File: src/rtl/y86_execute_ctrl.sv
// Y86-64 execute-stage sequencer: drives the shared ALU, captures valE,
// maintains {ZF,SF,OF} and evaluates Cnd for jXX/cmovXX.
module y86_execute_ctrl #(
  parameter int unsigned WIDTH      = 64,
  parameter int unsigned STACK_STEP = 8,
  parameter logic [2:0]  CC_RESET   = 3'b100
) (
  input  logic             clk,
  input  logic             reset,
  input  logic             in_valid,
  output logic             in_ready,
  input  logic [3:0]       icode,
  input  logic [3:0]       ifun,
  input  logic [WIDTH-1:0] valA,
  input  logic [WIDTH-1:0] valB,
  input  logic [WIDTH-1:0] valC,
  output logic [WIDTH-1:0] alu_a,
  output logic [WIDTH-1:0] alu_b,
  output logic [3:0]       alu_fn,
  input  logic [WIDTH-1:0] alu_valE,
  input  logic             alu_car,
  output logic             out_valid,
  input  logic             out_ready,
  output logic [WIDTH-1:0] out_valE,
  output logic             out_cnd,
  output logic             out_err,
  output logic [2:0]       cc_out
);

  typedef enum logic [1:0] {IDLE, EXEC, HOLD} state_t;

  state_t     state;
  logic [3:0] icode_q;
  logic [3:0] ifun_q;
  logic [2:0] cc;

  logic       cnd;
  logic       err;
  logic       is_op;
  logic       is_cond;
  logic       new_zf;
  logic       new_sf;
  logic       new_of;
  logic       unused_car;

  // No Y86 flag is derived from the ALU carry.
  assign unused_car = alu_car;
  assign cc_out     = cc;

  // Decode the latched instruction: condition, legality and next flags.
  always_comb begin
    cnd     = 1'b0;
    err     = 1'b0;
    new_of  = 1'b0;
    is_op   = (icode_q == 4'h6);
    is_cond = (icode_q == 4'h2) || (icode_q == 4'h7);
    new_zf  = (alu_valE == '0);
    new_sf  = alu_valE[WIDTH-1];

    case (ifun_q)
      4'h0:    cnd = 1'b1;
      4'h1:    cnd = (cc[1] ^ cc[0]) | cc[2];
      4'h2:    cnd = cc[1] ^ cc[0];
      4'h3:    cnd = cc[2];
      4'h4:    cnd = ~cc[2];
      4'h5:    cnd = ~(cc[1] ^ cc[0]);
      4'h6:    cnd = ~(cc[1] ^ cc[0]) & ~cc[2];
      default: cnd = 1'b0;
    endcase

    if (icode_q > 4'hB)  err = 1'b1;
    else if (is_op)      err = (ifun_q > 4'h3);
    else if (is_cond)    err = (ifun_q > 4'h6);
    else                 err = (ifun_q != 4'h0);

    // Signed overflow uses the operand signs held in the ALU operand registers.
    case (ifun_q)
      4'h0: new_of = (alu_a[WIDTH-1] == alu_b[WIDTH-1]) &&
                     (alu_valE[WIDTH-1] != alu_a[WIDTH-1]);
      4'h1: new_of = (alu_a[WIDTH-1] != alu_b[WIDTH-1]) &&
                     (alu_valE[WIDTH-1] != alu_a[WIDTH-1]);
      default: new_of = 1'b0;
    endcase
  end

  // Sequencer: accept, execute one cycle, hold result until taken.
  always_ff @(posedge clk or posedge reset) begin
    if (reset) begin
      state     <= IDLE;
      in_ready  <= 1'b1;
      icode_q   <= 4'h0;
      ifun_q    <= 4'h0;
      alu_a     <= '0;
      alu_b     <= '0;
      alu_fn    <= 4'h0;
      out_valid <= 1'b0;
      out_valE  <= '0;
      out_cnd   <= 1'b0;
      out_err   <= 1'b0;
      cc        <= CC_RESET;
    end else begin
      case (state)
        IDLE: begin
          if (in_valid) begin
            icode_q  <= icode;
            ifun_q   <= ifun;
            in_ready <= 1'b0;
            state    <= EXEC;
            alu_a    <= '0;
            alu_b    <= '0;
            alu_fn   <= 4'h0;
            case (icode)
              4'h6: begin alu_a <= valB; alu_b <= valA; alu_fn <= ifun; end
              4'h2: begin alu_a <= valA; end
              4'h3: begin alu_a <= valC; end
              4'h4, 4'h5: begin alu_a <= valC; alu_b <= valB; end
              4'h8, 4'hA: begin
                alu_a  <= valB;
                alu_b  <= WIDTH'(STACK_STEP);
                alu_fn <= 4'h1;
              end
              4'h9, 4'hB: begin
                alu_a  <= valB;
                alu_b  <= WIDTH'(STACK_STEP);
              end
              default: ;
            endcase
          end
        end
        EXEC: begin
          out_valE  <= err ? '0 : alu_valE;
          out_cnd   <= ~err & is_cond & cnd;
          out_err   <= err;
          out_valid <= 1'b1;
          state     <= HOLD;
          if (is_op && !err) cc <= {new_zf, new_sf, new_of};
        end
        HOLD: begin
          if (out_ready) begin
            out_valid <= 1'b0;
            in_ready  <= 1'b1;
            state     <= IDLE;
          end
        end
        default: state <= IDLE;
      endcase
    end
  end

endmodule

File: config.mk
export PLATFORM = sky130hd
export DESIGN_NAME = y86_execute_ctrl
export DESIGN_NICKNAME = d
export VERILOG_FILES = /design/src/rtl/y86_execute_ctrl.sv
export SDC_FILE = /design/constraint.sdc
export NUM_CORES = 1
export LEC_CHECK = 0
export CORE_AREA = 4 4 183 185
export CTS_BUF_LIST = sky130_fd_sc_hd__clkbuf_4 sky130_fd_sc_hd__clkbuf_8
export DETAILED_ROUTE_END_ITERATION = 8
export DIE_AREA = 0 0 187 189
export GPL_TIMING_DRIVEN = 0
export HOLD_SLACK_MARGIN = 0.03
export PLACE_DENSITY = 0.63
export SLEW_MARGIN = 40
export SYNTH_ARGS = -nofsm -noshare
export SYNTH_HDL_FRONTEND = slang
export SYNTH_SLANG_ARGS = --single-unit
export TNS_END_PERCENT = 30
File: constraint.sdc
create_clock -name clk -period 7.2 [get_ports clk]
set_input_delay 1.44 -clock clk [delete_from_list [all_inputs] [get_ports clk]]
set_output_delay 1.44 -clock clk [all_outputs]
set_load 0.01 [all_outputs]
==> results of run 1 <==
registers in the layout, summed over array words and instances, names as in the netlist:
| name | count |
|---|---|
| alu_b | 64 |
| out_cnd | 1 |
| alu_a | 64 |
| ifun_q | 4 |
| state | 2 |
| out_valE | 64 |
| icode_q | 4 |
| out_valid | 1 |
| alu_fn | 4 |
| cc_out | 3 |
| out_err | 1 |
| in_ready | 1 |
critical path: cells and delay by family:
kind	cells	cell delay (ps)
buffers and inverters	4	1850
and+or+nand+nor	2	390
AOI/OAI and AO/OA	1	210
worst paths after layout:
path                            slack, ps      from          end
worst max-delay path                 3750  icode[1]     alu_b[5]
worst min-delay path                  480  alu_b[3]     alu_b[3]
worst max register to register       4780  state[0]    alu_b[49]
worst min register to register        480  alu_b[3]     alu_b[3]
max in group asynchronous            4740     reset    alu_b[24]
min in group asynchronous            1130     reset  out_valE[0]
placed cells by master (no fill, tap or decap), types with 3 or more instances in the layout:
| cell | netlist | final |
|---|---|---|
| nand2b_1 | 5 | 5 |
| clkbuf_4 | 0 | 16 |
| buf_12 | 0 | 6 |
| a221oi_1 | 63 | 63 |
| o21ai_1 | 29 | 29 |
| nand4_1 | 4 | 4 |
| nand2_1 | 26 | 26 |
| nor2b_1 | 7 | 7 |
| clkbuf_1 | 45 | 45 |
| a32o_1 | 64 | 64 |
| a21oi_1 | 8 | 8 |
| buf_4 | 6 | 6 |
| dfrtp_1 | 211 | 211 |
| nor2_1 | 128 | 128 |
| clkbuf_8 | 0 | 50 |
| inv_1 | 7 | 6 |
| buf_2 | 32 | 32 |
| o21ai_0 | 44 | 44 |
| nor4_1 | 18 | 18 |
| a22o_1 | 3 | 3 |
| buf_6 | 7 | 8 |
| a22oi_1 | 128 | 128 |
| buf_16 | 0 | 4 |
| clkdlybuf4s50_1 | 0 | 468 |
| mux2_2 | 3 | 3 |
per-layer routing:
layer	track usage (%)	vias up	routed length (um)
met2	41.7	462	21800
met5	0	-	43
met3	8.85	71	4050
met4	7.11	6	1140
li1	-	4421	-
met1	26.6	4822	15900
cell type report:
type	instances	area (um2)
Buffer	92	462
Clock buffer	66	808
Clock inverter	3	46.3
Fill cell	3015	16300
Inverter	7	30.0
Multi-Input combinational cell	556	3650
Sequential cell	213	5330
Tap cell	408	510
Timing Repair Buffer	479	4930
report_power, final:
group / internal [uW] / total (uW) / switching, uW
clock network: 741 / 1260 / 519
logic: 1530 / 2930 / 1390
registers: 1750 / 2090 / 343
total: 4020 / 6280 / 2250
metrics by stage:
stage	hold slack, ps	total power (uW)	instances	util (%)	cell area, um2
after floorplan	480	3320	868	-	9470
after global placement	467	5000	1744	45.8	14700
after detailed placement	470	5050	1755	46.5	14900
after CTS	484	6340	1824	49.2	15800
after global routing	499	6670	1824	49.2	15800
final	477	6280	1824	49.2	15800
cells by family after synthesis:
| group | count (synthesis) | share of synthesized area, % |
|---|---|---|
| XOR/XNOR | 3 | 0.278 |
| AND/OR/NAND/NOR | 198 | 9.16 |
| multiplexers | 5 | 0.569 |
| buffers and inverters | 99 | 5.16 |
| AO/OA/AOI/OAI | 350 | 28.5 |
| flip-flops | 213 | 56.4 |
==> key figures, run 1 <==
Run status
  • Status: complete, no violations

Worst setup path
  • Kind of critical path: primary input to flop
  • Req. time, crit path: ~7700 ps
  • Worst Setup End Kind: flop
  • Slowest cell on the critical path: clkbuf_1
  • Worst Reg-to-Reg Cells: 6
  • CP peak stage delay: 570 ps
  • Worst path cell trace: clkdlybuf4s50_1 -> buf_2 -> and4bb_2 -> clkbuf_1 -> clkbuf_1 -> a221oi_1 -> nor2_1
  • Crit path arrival time: between 3000 and 4000 ps
  • CP startpoint kind: primary input
  • Worst-path fanout max: 10
  • Most frequent CP cell: clkbuf_1

STA
  • Least-Margin Pin Slew: roughly 730 ps
  • Crit path time final: 3450 ps
  • Final Cycle Share: a little under half
  • Rel. slew slack: just over 50%
  • Fmax: 0.290 GHz
  • Final setup fails: 0
  • Final setup margin: around 3800 ps
  • Clk_skew: approximately 18 ps
  • Final hold vios: 0
  • Slew Limit Fails: 0
  • Setup TNS: 0 ps
  • RSZ-0062 raised after global routing: false

Synth
  • Post-Syn Area: between 0.009 and 0.01 mm2
  • Post-Syn Nets: ~1100
  • Most frequent cell after synthesis: dfrtp_1
  • Commonest cells post-synth: dfrtp_1 (211), a22oi_1 (128), nor2_1 (128)
  • Post-Synthesis Cells: ~870
  • Synth cell types: 44
  • Ranking of synthesized cells by area: dfrtp_1 (56%), a22oi_1 (10%), a32o_1 (6.8%), a221oi_1 (5.8%), nor2_1 (5.1%)
  • Yosys Warn Count: 0
  • Async set or reset register ratio after synthesis: 100%
  • Synth area leader: dfrtp_1
  • Synthesized flop and latch total: about 210
  • Post-synthesis sequential area ratio: between 50% and 60%
  • Post-synth EDFFs: 0
  • Synth top area share: around 56%
  • Avg Inst Size Synth: approximately 11 um2
  • Top_reg_cell synth: dfrtp_1

CTS
  • Root Driver: clkbuf_8
  • Clock sinks: about 210
  • Cts hold-fix bufs: 0
  • CTS-repair resized insts: 0
  • Clock buffer count from CTS: 40
  • Clock Tree Buf Depth: 3
  • Worst-Skew Late Latency: ~530 ps
  • H-tree depth: 2
  • CTS tree: done
  • Clk pin slew, worst setup/hold paths: around 60 ps
  • Post-CTS setup buffers: 0

GRT
  • Vias in the first global route: approximately 10000
  • GRT Residual Overflow: 0
  • GR Util All Layers: 23.6%
  • Largest net degree at the start of global routing: 25
  • First-pass GRT wire length: approximately 65 mm
  • Initial antenna violation count: 4

Floorplan
  • Die W: 187 um
  • Io pins: approximately 470
  • Initial Utilization: 29.5%
  • Die height: around 190 um
  • Full die area: 0.0353 mm2
  • Core area: about 0.032 mm2
  • Std-Cell Rows: 66

Power and ir drop
  • Leak: about 0.0063 uW
  • Worst vdd ir: 0.209 mV
  • Pwr Density: about 400 mW/mm2

Worst hold path
  • Cell depth of the worst hold path: 2
  • Worst hold path class: flop to flop

Finish
  • Area Overhead vs Synth: 66.6%
  • Share of layout cells above drive strength 1: about 9.8%
  • Fin nets: around 1700
  • Antenna diode count: 0

Drt
  • DRT antenna net count: 0
  • Routed len/inst: 23.5 um
  • Via/cell ratio: between 5 and 6
  • Detailed Route WL: 42.9 mm
  • DR vias: 9782
  • Drt first pass iters: 5
  • DRC: 0
  • 1st-iter DRT viols: 589

Placed design
  • PortBufs: ~470
  • Final HPWL DP: between 30 and 40 mm
  • Pre-CTS setup slack: 3160 ps
  • GPL Wtd Cong: ~0.88

Flow run
  • Max Cap Viol: 0
(Power assumes the default switching activity.)
==> inputs of run 2 (changes only) <==
- clock period: 7.2 -> 3.04 ns (I/O delays scaled with it)
==> results of run 2 <==
Same layout as run 1 (identical final DEF). Status: complete, no violations.
Among the figures that moved: setup slack after placement 3160 ps -> -171 ps; setup slack after layout 3750 ps -> 426 ps; hold slack 477 ps -> 297 ps; register-to-register setup slack 4780 ps -> 620 ps; total power 6280 uW -> 14900 uW; worst IR drop on VDD 0.209 mV -> 0.495 mV
